`config.mk`:
```
export PLATFORM = sky130hd
export DESIGN_NAME = bcd_tick_counter
export DESIGN_NICKNAME = d
export VERILOG_FILES = /design/src/rtl/disp_pkg.sv /design/src/rtl/bcd_digit.sv /design/src/rtl/bcd_tick_counter.sv
export SDC_FILE = /design/constraint.sdc
export NUM_CORES = 1
export LEC_CHECK = 0
export ABC_AREA = 1
export BUFFER_PORTS_ARGS = -buffer_cell sky130_fd_sc_hd__buf_2
export CAP_MARGIN = 0
export CORE_ASPECT_RATIO = 0.9
export CORE_MARGIN = 2
export CORE_UTILIZATION = 30
export CTS_BUF_LIST = sky130_fd_sc_hd__clkbuf_16
export CTS_CLUSTER_DIAMETER = 40
export DETAILED_ROUTE_END_ITERATION = 16
export PLACE_DENSITY_LB_ADDON = 0.12
export SLEW_MARGIN = 20
export SYNTH_ARGS = -nofsm -noshare
export SYNTH_HDL_FRONTEND = slang
export SYNTH_HIERARCHICAL = 1
export SYNTH_SLANG_ARGS = --single-unit
```
`constraint.sdc`:
```
create_clock -name clk -period 4.75 [get_ports clk]
set_clock_uncertainty 0.1 [all_clocks]
set_input_delay 0.2375 -clock clk [delete_from_list [all_inputs] [get_ports clk]]
set_output_delay 0.2375 -clock clk [all_outputs]
set_load 0.01 [all_outputs]
```
`src/rtl/disp_pkg.sv`:
```
`default_nettype none
// =============================================================================
// Module      : disp_pkg
// Description : Shared constants and run-state encoding for the BCD display path.
// Revision    : 1.0 - initial release
// =============================================================================
package disp_pkg;

    localparam int DIGIT_W    = 4;
    localparam int NUM_DIGITS = 4;

    localparam logic [DIGIT_W-1:0] BCD_MAX = 4'd9;
    localparam logic [DIGIT_W-1:0] BCD_MIN = 4'd0;

    typedef enum logic {
        ST_STOPPED = 1'b0,
        ST_RUNNING = 1'b1
    } run_state_t;

endpackage
`default_nettype wire

```
`src/rtl/bcd_digit.sv`:
```
`default_nettype none
// =============================================================================
// Module      : bcd_digit
// Description : One BCD decade, counts up or down with wrap; carry_out flags wrap value.
// Revision    : 1.0 - initial release
// =============================================================================
module bcd_digit
    import disp_pkg::*;
(
    input  logic               clk,
    input  logic               reset_n,
    input  logic               clr,
    input  logic               en,
    input  logic               up,
    output logic [DIGIT_W-1:0] q,
    output logic               carry_out
);

    // Combinational so a whole wrap chain ripples within the same tick.
    assign carry_out = up ? (q == BCD_MAX) : (q == BCD_MIN);

    always_ff @(posedge clk or negedge reset_n) begin
        if (!reset_n) begin
            q <= BCD_MIN;
        end else if (clr) begin
            q <= BCD_MIN;
        end else if (en) begin
            if (up) begin
                q <= (q == BCD_MAX) ? BCD_MIN : q + 4'd1;
            end else begin
                q <= (q == BCD_MIN) ? BCD_MAX : q - 4'd1;
            end
        end
    end

endmodule
`default_nettype wire

```
`src/rtl/bcd_tick_counter.sv`:
```
`default_nettype none
// =============================================================================
// Module      : bcd_tick_counter
// Description : Four-digit BCD up/down event counter with prescaled tick and run/stop button.
// Revision    : 1.0 - initial release
// =============================================================================
module bcd_tick_counter
    import disp_pkg::*;
#(
    parameter int TICK_DIV = 50_000
)
(
    input  logic                          clk,
    input  logic                          reset_n,
    input  logic                          start_stop,
    input  logic                          clear,
    input  logic                          up_down,
    output logic [NUM_DIGITS*DIGIT_W-1:0] digits,
    output logic                          running,
    output logic                          rollover
);

    localparam int              PS_W    = (TICK_DIV > 1) ? $clog2(TICK_DIV) : 1;
    localparam logic [PS_W-1:0] PS_LAST = PS_W'(TICK_DIV - 1);

    logic             s1, s2, s_prev;
    logic             btn_edge;
    run_state_t       state, state_nxt;
    logic [PS_W-1:0]  prescaler;
    logic             tick;
    logic [NUM_DIGITS:0]   en_chain;
    logic [NUM_DIGITS-1:0] wrap;

    always_ff @(posedge clk or negedge reset_n) begin
        if (!reset_n) begin
            s1     <= 1'b0;
            s2     <= 1'b0;
            s_prev <= 1'b0;
        end else begin
            s1     <= start_stop;
            s2     <= s1;
            s_prev <= s2;
        end
    end

    assign btn_edge = s2 & ~s_prev;

    always_ff @(posedge clk or negedge reset_n) begin
        if (!reset_n) begin
            state <= ST_STOPPED;
        end else begin
            state <= state_nxt;
        end
    end

    always_comb begin
        state_nxt = state;
        if (clear) begin
            state_nxt = ST_STOPPED;
        end else if (btn_edge) begin
            state_nxt = (state == ST_RUNNING) ? ST_STOPPED : ST_RUNNING;
        end
    end

    assign running = (state == ST_RUNNING);
    assign tick    = running && (prescaler == PS_LAST) && !clear;

    // Prescaler holds while stopped so a pause keeps the partial period.
    always_ff @(posedge clk or negedge reset_n) begin
        if (!reset_n) begin
            prescaler <= '0;
        end else if (clear) begin
            prescaler <= '0;
        end else if (running) begin
            prescaler <= (prescaler == PS_LAST) ? '0 : prescaler + PS_W'(1);
        end
    end

    assign en_chain[0] = tick;

    for (genvar i = 0; i < NUM_DIGITS; i++) begin : g_digit
        bcd_digit u_digit (
            .clk       (clk),
            .reset_n   (reset_n),
            .clr       (clear),
            .en        (en_chain[i]),
            .up        (up_down),
            .q         (digits[i*DIGIT_W +: DIGIT_W]),
            .carry_out (wrap[i])
        );
        assign en_chain[i+1] = en_chain[i] & wrap[i];
    end

    always_ff @(posedge clk or negedge reset_n) begin
        if (!reset_n) begin
            rollover <= 1'b0;
        end else begin
            rollover <= en_chain[NUM_DIGITS] & ~clear;
        end
    end

endmodule
`default_nettype wire
```
# == After elaboration in Yosys (flattened, before gate mapping) ==
# Cells that the tools add are included.
# totals
in_bits,5
reg_bits,37
# classes
eq_ne,5
n_bitwise,8
n_mux,30
addsub,9
n_reduce_logical,13
# op_table
op,count
$mux W4,20
$mux W16,3
$add A16 B1 Y16 const B,1
$add A4 B1 Y4 const B,4
$eq A16 B16 Y1 const B,1
$eq A4 B4 Y1 const B,4
$logic_not A4 Y1,4
$sub A4 B1 Y4 const B,4
$reduce_bool A2 Y1,6
$mux W1,7
$and A1 B1 Y1,6
$logic_and A1 B1 Y1,2
$not A1 Y1,2
$logic_not A1 Y1,1

# == Logic depth before layout (Yosys ltp) ==
# logic_depth
ltp_word,8
mapped_depth,15

# == Modules after synthesis ==
# The synthesis kept the hierarchy.
# by_module_without_submodules
module,area_per_inst_um2,instances,cells_each
bcd_digit,355.3,4,53
bcd_tick_counter,1275.0,1,172

# == Worst setup path before layout ==
# Ideal clock, no wire load.
# synth_timing
kind,reg-to-reg
from,reg g_digit[0].u_digit.q[1]
to,reg g_digit[2].u_digit.q[1]
path_stages_with_launch,11
arrival_time_ps,1824
path_slack_ps,2746
required_ps,4570
cell_sequence,dfrtp_1 inv_1 ha_1 nand4_1 nand2_1 inv_1 nor3b_1 inv_1 nor2_1 o211ai_1 o22ai_2
# synth_via
elab_chain_len,5
# synth_lines
item,line,text
from (decl),bcd_digit.sv:15,"output logic [DIGIT_W-1:0] q,"
from (signal assigned),bcd_digit.sv:29,q <= (q == BCD_MAX) ? BCD_MIN : q + 4'd1;
from (signal assigned),bcd_digit.sv:31,q <= (q == BCD_MIN) ? BCD_MAX : q - 4'd1;
$eq A4 B4 Y1 or $logic_not A4 Y1 (tied branches),bcd_digit.sv:20,assign carry_out = up ? (q == BCD_MAX) : (q == BCD_MIN);
$mux W1 (*),bcd_digit.sv:20,
net wrap[0],bcd_tick_counter.sv:32,logic [NUM_DIGITS-1:0] wrap;
$and A1 B1 Y1 (*) (2 in a row),bcd_tick_counter.sv:91,assign en_chain[i+1] = en_chain[i] & wrap[i];
net en_chain[2],bcd_tick_counter.sv:31,logic [NUM_DIGITS:0] en_chain;
$reduce_bool A2 Y1 (no line) (*),--,
to (signal assigned),bcd_digit.sv:29,
to (signal assigned),bcd_digit.sv:31,
to (decl),bcd_digit.sv:15,
# Mark *: on every way through the listed nets, which the timed path passes. The rest lies on a longest branch.
# A chain may end at the register's enable or synchronous reset.

# == Worst setup path after layout ==
# layout_timing
from,reg g_digit[0].u_digit.q[0]
to,reg g_digit[2].u_digit.q[1]
# Same word-level chain as after synthesis.

==> summary.md <==
The run finished, with violations left. The final reports fail on hold timing. After detailed routing, the met2 layer carries 2720 um of wire. The antenna diode count came out at 0. Per report_power, the combinational group accounts for 9.1% of the total.

The final HPWL from detailed placement is 4780 um, and the total grt overflow is 0. The reg-to-reg startpoint was g_digit[0].u_digit/q[0]. At the later pin of the worst-skew pair, clock insertion delay measures 280 ps. Each instance of the synthesized netlist takes up on average 7.02 sq um.

The smallest hold slack is -24.2 ps, and the worst max-slew margin expressed relative to the limit is 42.9%. The logs give 37 for the number of hold violations in the final report and 4850 ps for the required time at the endpoint of the critical path. The number of global-route vias before repair is 2242. In the post-synthesis netlist, the biggest area contributors are sky130_fd_sc_hd__dfrtp_1 34%, sky130_fd_sc_hd__nand2_1 16%, sky130_fd_sc_hd__ha_1 7.9%, sky130_fd_sc_hd__nand3_1 7.8%, sky130_fd_sc_hd__nor2_1 6.5%. In the detailed route, the total length drawn on met3 is 204 um.

At the worst endpoint, the arrival time is 2320 ps. The initial antenna violation count was 0; the number of nets in the final layout was 436. The worst-margin pin slew came out at 856 ps. The max-cap check violation count was 0. The cell area after technology mapping is 2700 sq um, and the clock buffer count from CTS is 5. For this design the top-level I/O count stands at 23. After the first detailed-routing iteration, the DRC count stood at 114. Net switching is 22.9% of the power.

After layout, the design draws a total of 0.841 mW. The total routing resource utilization after global routing came out at 13.5%. After clock tree synthesis, the clock-pin slew on the worst setup and hold paths is 60 ps. The class of the tightest hold or removal check is in2async.

The leading area contributor after synthesis was sky130_fd_sc_hd__dfrtp_1. The area growth from synthesis to layout is 17.0%. Capturing point of the worst reg2reg path: g_digit[2].u_digit/q[1]. The first global-routing pass estimated 10700 um of wire. Buffers placed on the I/O ports in this run total 22.

The final critical delay including setup and external delays is 2220 ps, and the die boundary height is 93.9 um. The number of iterations in the first detailed-routing pass was 4. The root buffer cell is sky130_fd_sc_hd__clkbuf_16. The warning count from the yosys run is 6. The run gives 450 MHz as the maximum operating frequency. Of the cells placed in the final design, the portion with a size suffix greater than 1 is 15.9%. Synthesis instantiated 26 different standard cells from the library.

The share of the Yosys chip area taken by registers is 34.3%. Entering global routing, the biggest net connects 38 pins. The die extent in x was 104 um; the relative contribution of the clock network to total power was 50.7%. After detailed routing, no signal wire sits above met4. The net switching component of the power was 0.193 mW; the number of core rows was 32.

Kind of critical path: reg2reg. In this run the remaining antenna-violating nets after routing total 0. Setup total negative slack on the finished layout was measured at 0 ps.

The post-detailed-route wirelength per cell was 11.7 um. The routed design has 6250 um of wire. The worst reg2reg path depth was 10. Setup repair after global routing left no endpoint under its margin. The worst path uses 46.8% of the clock period.

For the register-to-register setup slack, the log shows 2530 ps. The mean number of vias per cell is 4.62, and the total placed instance area is 2960 sq um. At the end of routability-driven placement, the weighted congestion stood at 0.900. The run gives 40.2% as the portion of total power attributed to sequential cells.

For the static leakage, the log shows 1.54 nW. The die covers 9760 sq um. The fraction of synthesized cell area taken by the top area cell type was 34.3%.

The tools report the standard cell core area as 8650 sq um. STA classifies the critical path startpoint as a flip-flop. The logs give 31.2% for the starting density of the core and 406 for the number of nets produced by synthesis.

Cell internal power was estimated by the tool at 0.648 mW. Kind of end point of the critical path: a flip-flop. The largest buffer count on any clock path was 2; the worst vdd rail ir drop was 0.212 mV. TritonCTS built the clock tree. The post-layout instance area is 3160 sq um. After technology mapping, the gate count stands at 384. For the number of setup violations in the final report, the log shows 0.

Along the worst path, the maximum fanout reaches 6. The logs give 37 for the sink count of the clock tree and 0 for the number of pins exceeding their max-slew limit in the final report. In the final routing, the length of wire on met1 measures 3280 um.

The clock tree synthesis step divided the H-tree into 2 levels. In the routed design, unresolved DRC markers number 0. The number of flip-flops and latches in the synthesized netlist works out to 37.

In this run the post-CTS setup repair buffer count came out at 0. For this block, the via count after detailed routing is 2467. Dividing total power by cell area gives a power density of 267 nW/um^2.
[placed cells by master (no fill, tap or decap), types with 6 or more instances in the layout]
| cell | count |
|---|---|
| sky130_fd_sc_hd__buf_2 | 22 |
| sky130_fd_sc_hd__dfrtp_1 | 37 |
| sky130_fd_sc_hd__o21ai_0 | 11 |
| sky130_fd_sc_hd__inv_2 | 7 |
| sky130_fd_sc_hd__ha_1 | 17 |
| sky130_fd_sc_hd__xor2_1 | 6 |
| sky130_fd_sc_hd__nor2_1 | 47 |
| sky130_fd_sc_hd__nand3_1 | 42 |
| sky130_fd_sc_hd__nand4_1 | 12 |
| sky130_fd_sc_hd__inv_1 | 44 |
| sky130_fd_sc_hd__nand2_1 | 117 |
| sky130_fd_sc_hd__a21oi_2 | 9 |
[cell families after synthesis]
| logic type | after synthesis | share of synthesized area (%) |
|---|---|---|
| and+or+nand+nor | 235 | 38.6 |
| buffers and inverters | 52 | 7.29 |
| AOI/OAI and AO/OA | 37 | 9.93 |
| DFF | 37 | 34.3 |
| adders and majority gates | 17 | 7.89 |
| xor gates and xnor gates | 6 | 1.95 |
[sequential cells by signal, indices dropped and copies added, names as in the netlist]
name               flops
g_digit.u_digit/q     16
running                1
rollover               1
s1                     1
prescaler             16
s_prev                 1
s2                     1
[worst max-delay path, stage by stage (launching register included)]
cell                       delay (ps)
sky130_fd_sc_hd__dfrtp_1          430
sky130_fd_sc_hd__inv_1            160
sky130_fd_sc_hd__ha_1             210
sky130_fd_sc_hd__nand3_1          140
sky130_fd_sc_hd__nand2_1          130
sky130_fd_sc_hd__inv_1             90
sky130_fd_sc_hd__nor3b_1          310
sky130_fd_sc_hd__inv_1            120
sky130_fd_sc_hd__nor2_1           210
sky130_fd_sc_hd__o211ai_1         140
sky130_fd_sc_hd__o22ai_2          100
[per-stage QoR]
stage | util [%] | cells | worst slack [ps]
floorplan | - | 384 | 2750
global placement | 34.2 | 525 | 2580
detailed placement | 34.2 | 525 | 2550
CTS | 36.5 | 534 | 2520
global route | 36.5 | 534 | 2310
finish | 36.5 | 534 | 2530
[routing by layer]
layer	up-vias	global-route usage [%]
met4	0	3.38
met5	-	0
met1	1133	19.0
li1	1301	-
met3	2	2.98
met2	31	21.1
[worst max-delay path by stage]
stage | from | end | slack (ps) | cells after the start
5_1_grt | g_digit[0].u_digit/q[0] | g_digit[2].u_digit/q[1] | 2310 | 10
2_1_floorplan | g_digit[0].u_digit/q[1] | g_digit[2].u_digit/q[1] | 2750 | 10
4_1_cts | g_digit[0].u_digit/q[0] | g_digit[2].u_digit/q[1] | 2520 | 10
6_report | g_digit[0].u_digit/q[0] | g_digit[2].u_digit/q[1] | 2530 | 10
3_3_place_gp | g_digit[1].u_digit/q[0] | g_digit[2].u_digit/q[1] | 2580 | 9
3_5_place_dp | g_digit[1].u_digit/q[0] | g_digit[2].u_digit/q[1] | 2550 | 9
[cells in the mapped netlist]
cell,n
sky130_fd_sc_hd__o21ai_0,11
sky130_fd_sc_hd__nor2_4,4
sky130_fd_sc_hd__o21ai_1,1
sky130_fd_sc_hd__a21oi_1,5
sky130_fd_sc_hd__a21oi_2,9
sky130_fd_sc_hd__nor2_1,47
sky130_fd_sc_hd__a31oi_1,1
sky130_fd_sc_hd__nor3b_1,1
sky130_fd_sc_hd__nand3_2,1
sky130_fd_sc_hd__ha_1,17
sky130_fd_sc_hd__xor2_1,6
sky130_fd_sc_hd__nand3_4,1
sky130_fd_sc_hd__o211ai_1,4
sky130_fd_sc_hd__dfrtp_1,37
sky130_fd_sc_hd__nand4_1,12
sky130_fd_sc_hd__nand3_1,42
sky130_fd_sc_hd__nor3_1,2
sky130_fd_sc_hd__nor2_2,5
sky130_fd_sc_hd__nand2_1,117
sky130_fd_sc_hd__nand2_2,3
sky130_fd_sc_hd__o21ai_2,1
sky130_fd_sc_hd__o22ai_2,4
sky130_fd_sc_hd__clkinv_2,1
sky130_fd_sc_hd__inv_2,7
sky130_fd_sc_hd__o41ai_1,1
sky130_fd_sc_hd__inv_1,44
[power by group through the flow]
stage               clock [mW]  combinational (mW)  sequential, mW
detailed placement           0              0.0763           0.344
global placement             0              0.0774           0.343
floorplan                    0              0.0474           0.343
finish                   0.426              0.0766           0.338
CTS                      0.443              0.0776           0.338
global route             0.453              0.0881           0.340
[area by class of cell]
class                      count  area, sq um
clock buffer                   5          125
clock inverter                 3         65.1
fill                         942         5490
inverter                      52          196
multi-input combinational    295         1570
sequential                    37          926
tap                          119          149
timing repair buffer          23          120
[what timing repair did]
item | 4_1_cts | 5_1_grt
hold buffers | 1 | 0
hold endpoints to repair | 1 | 0
gates resized for setup | 0 | 0
(Power assumes the default switching activity.)
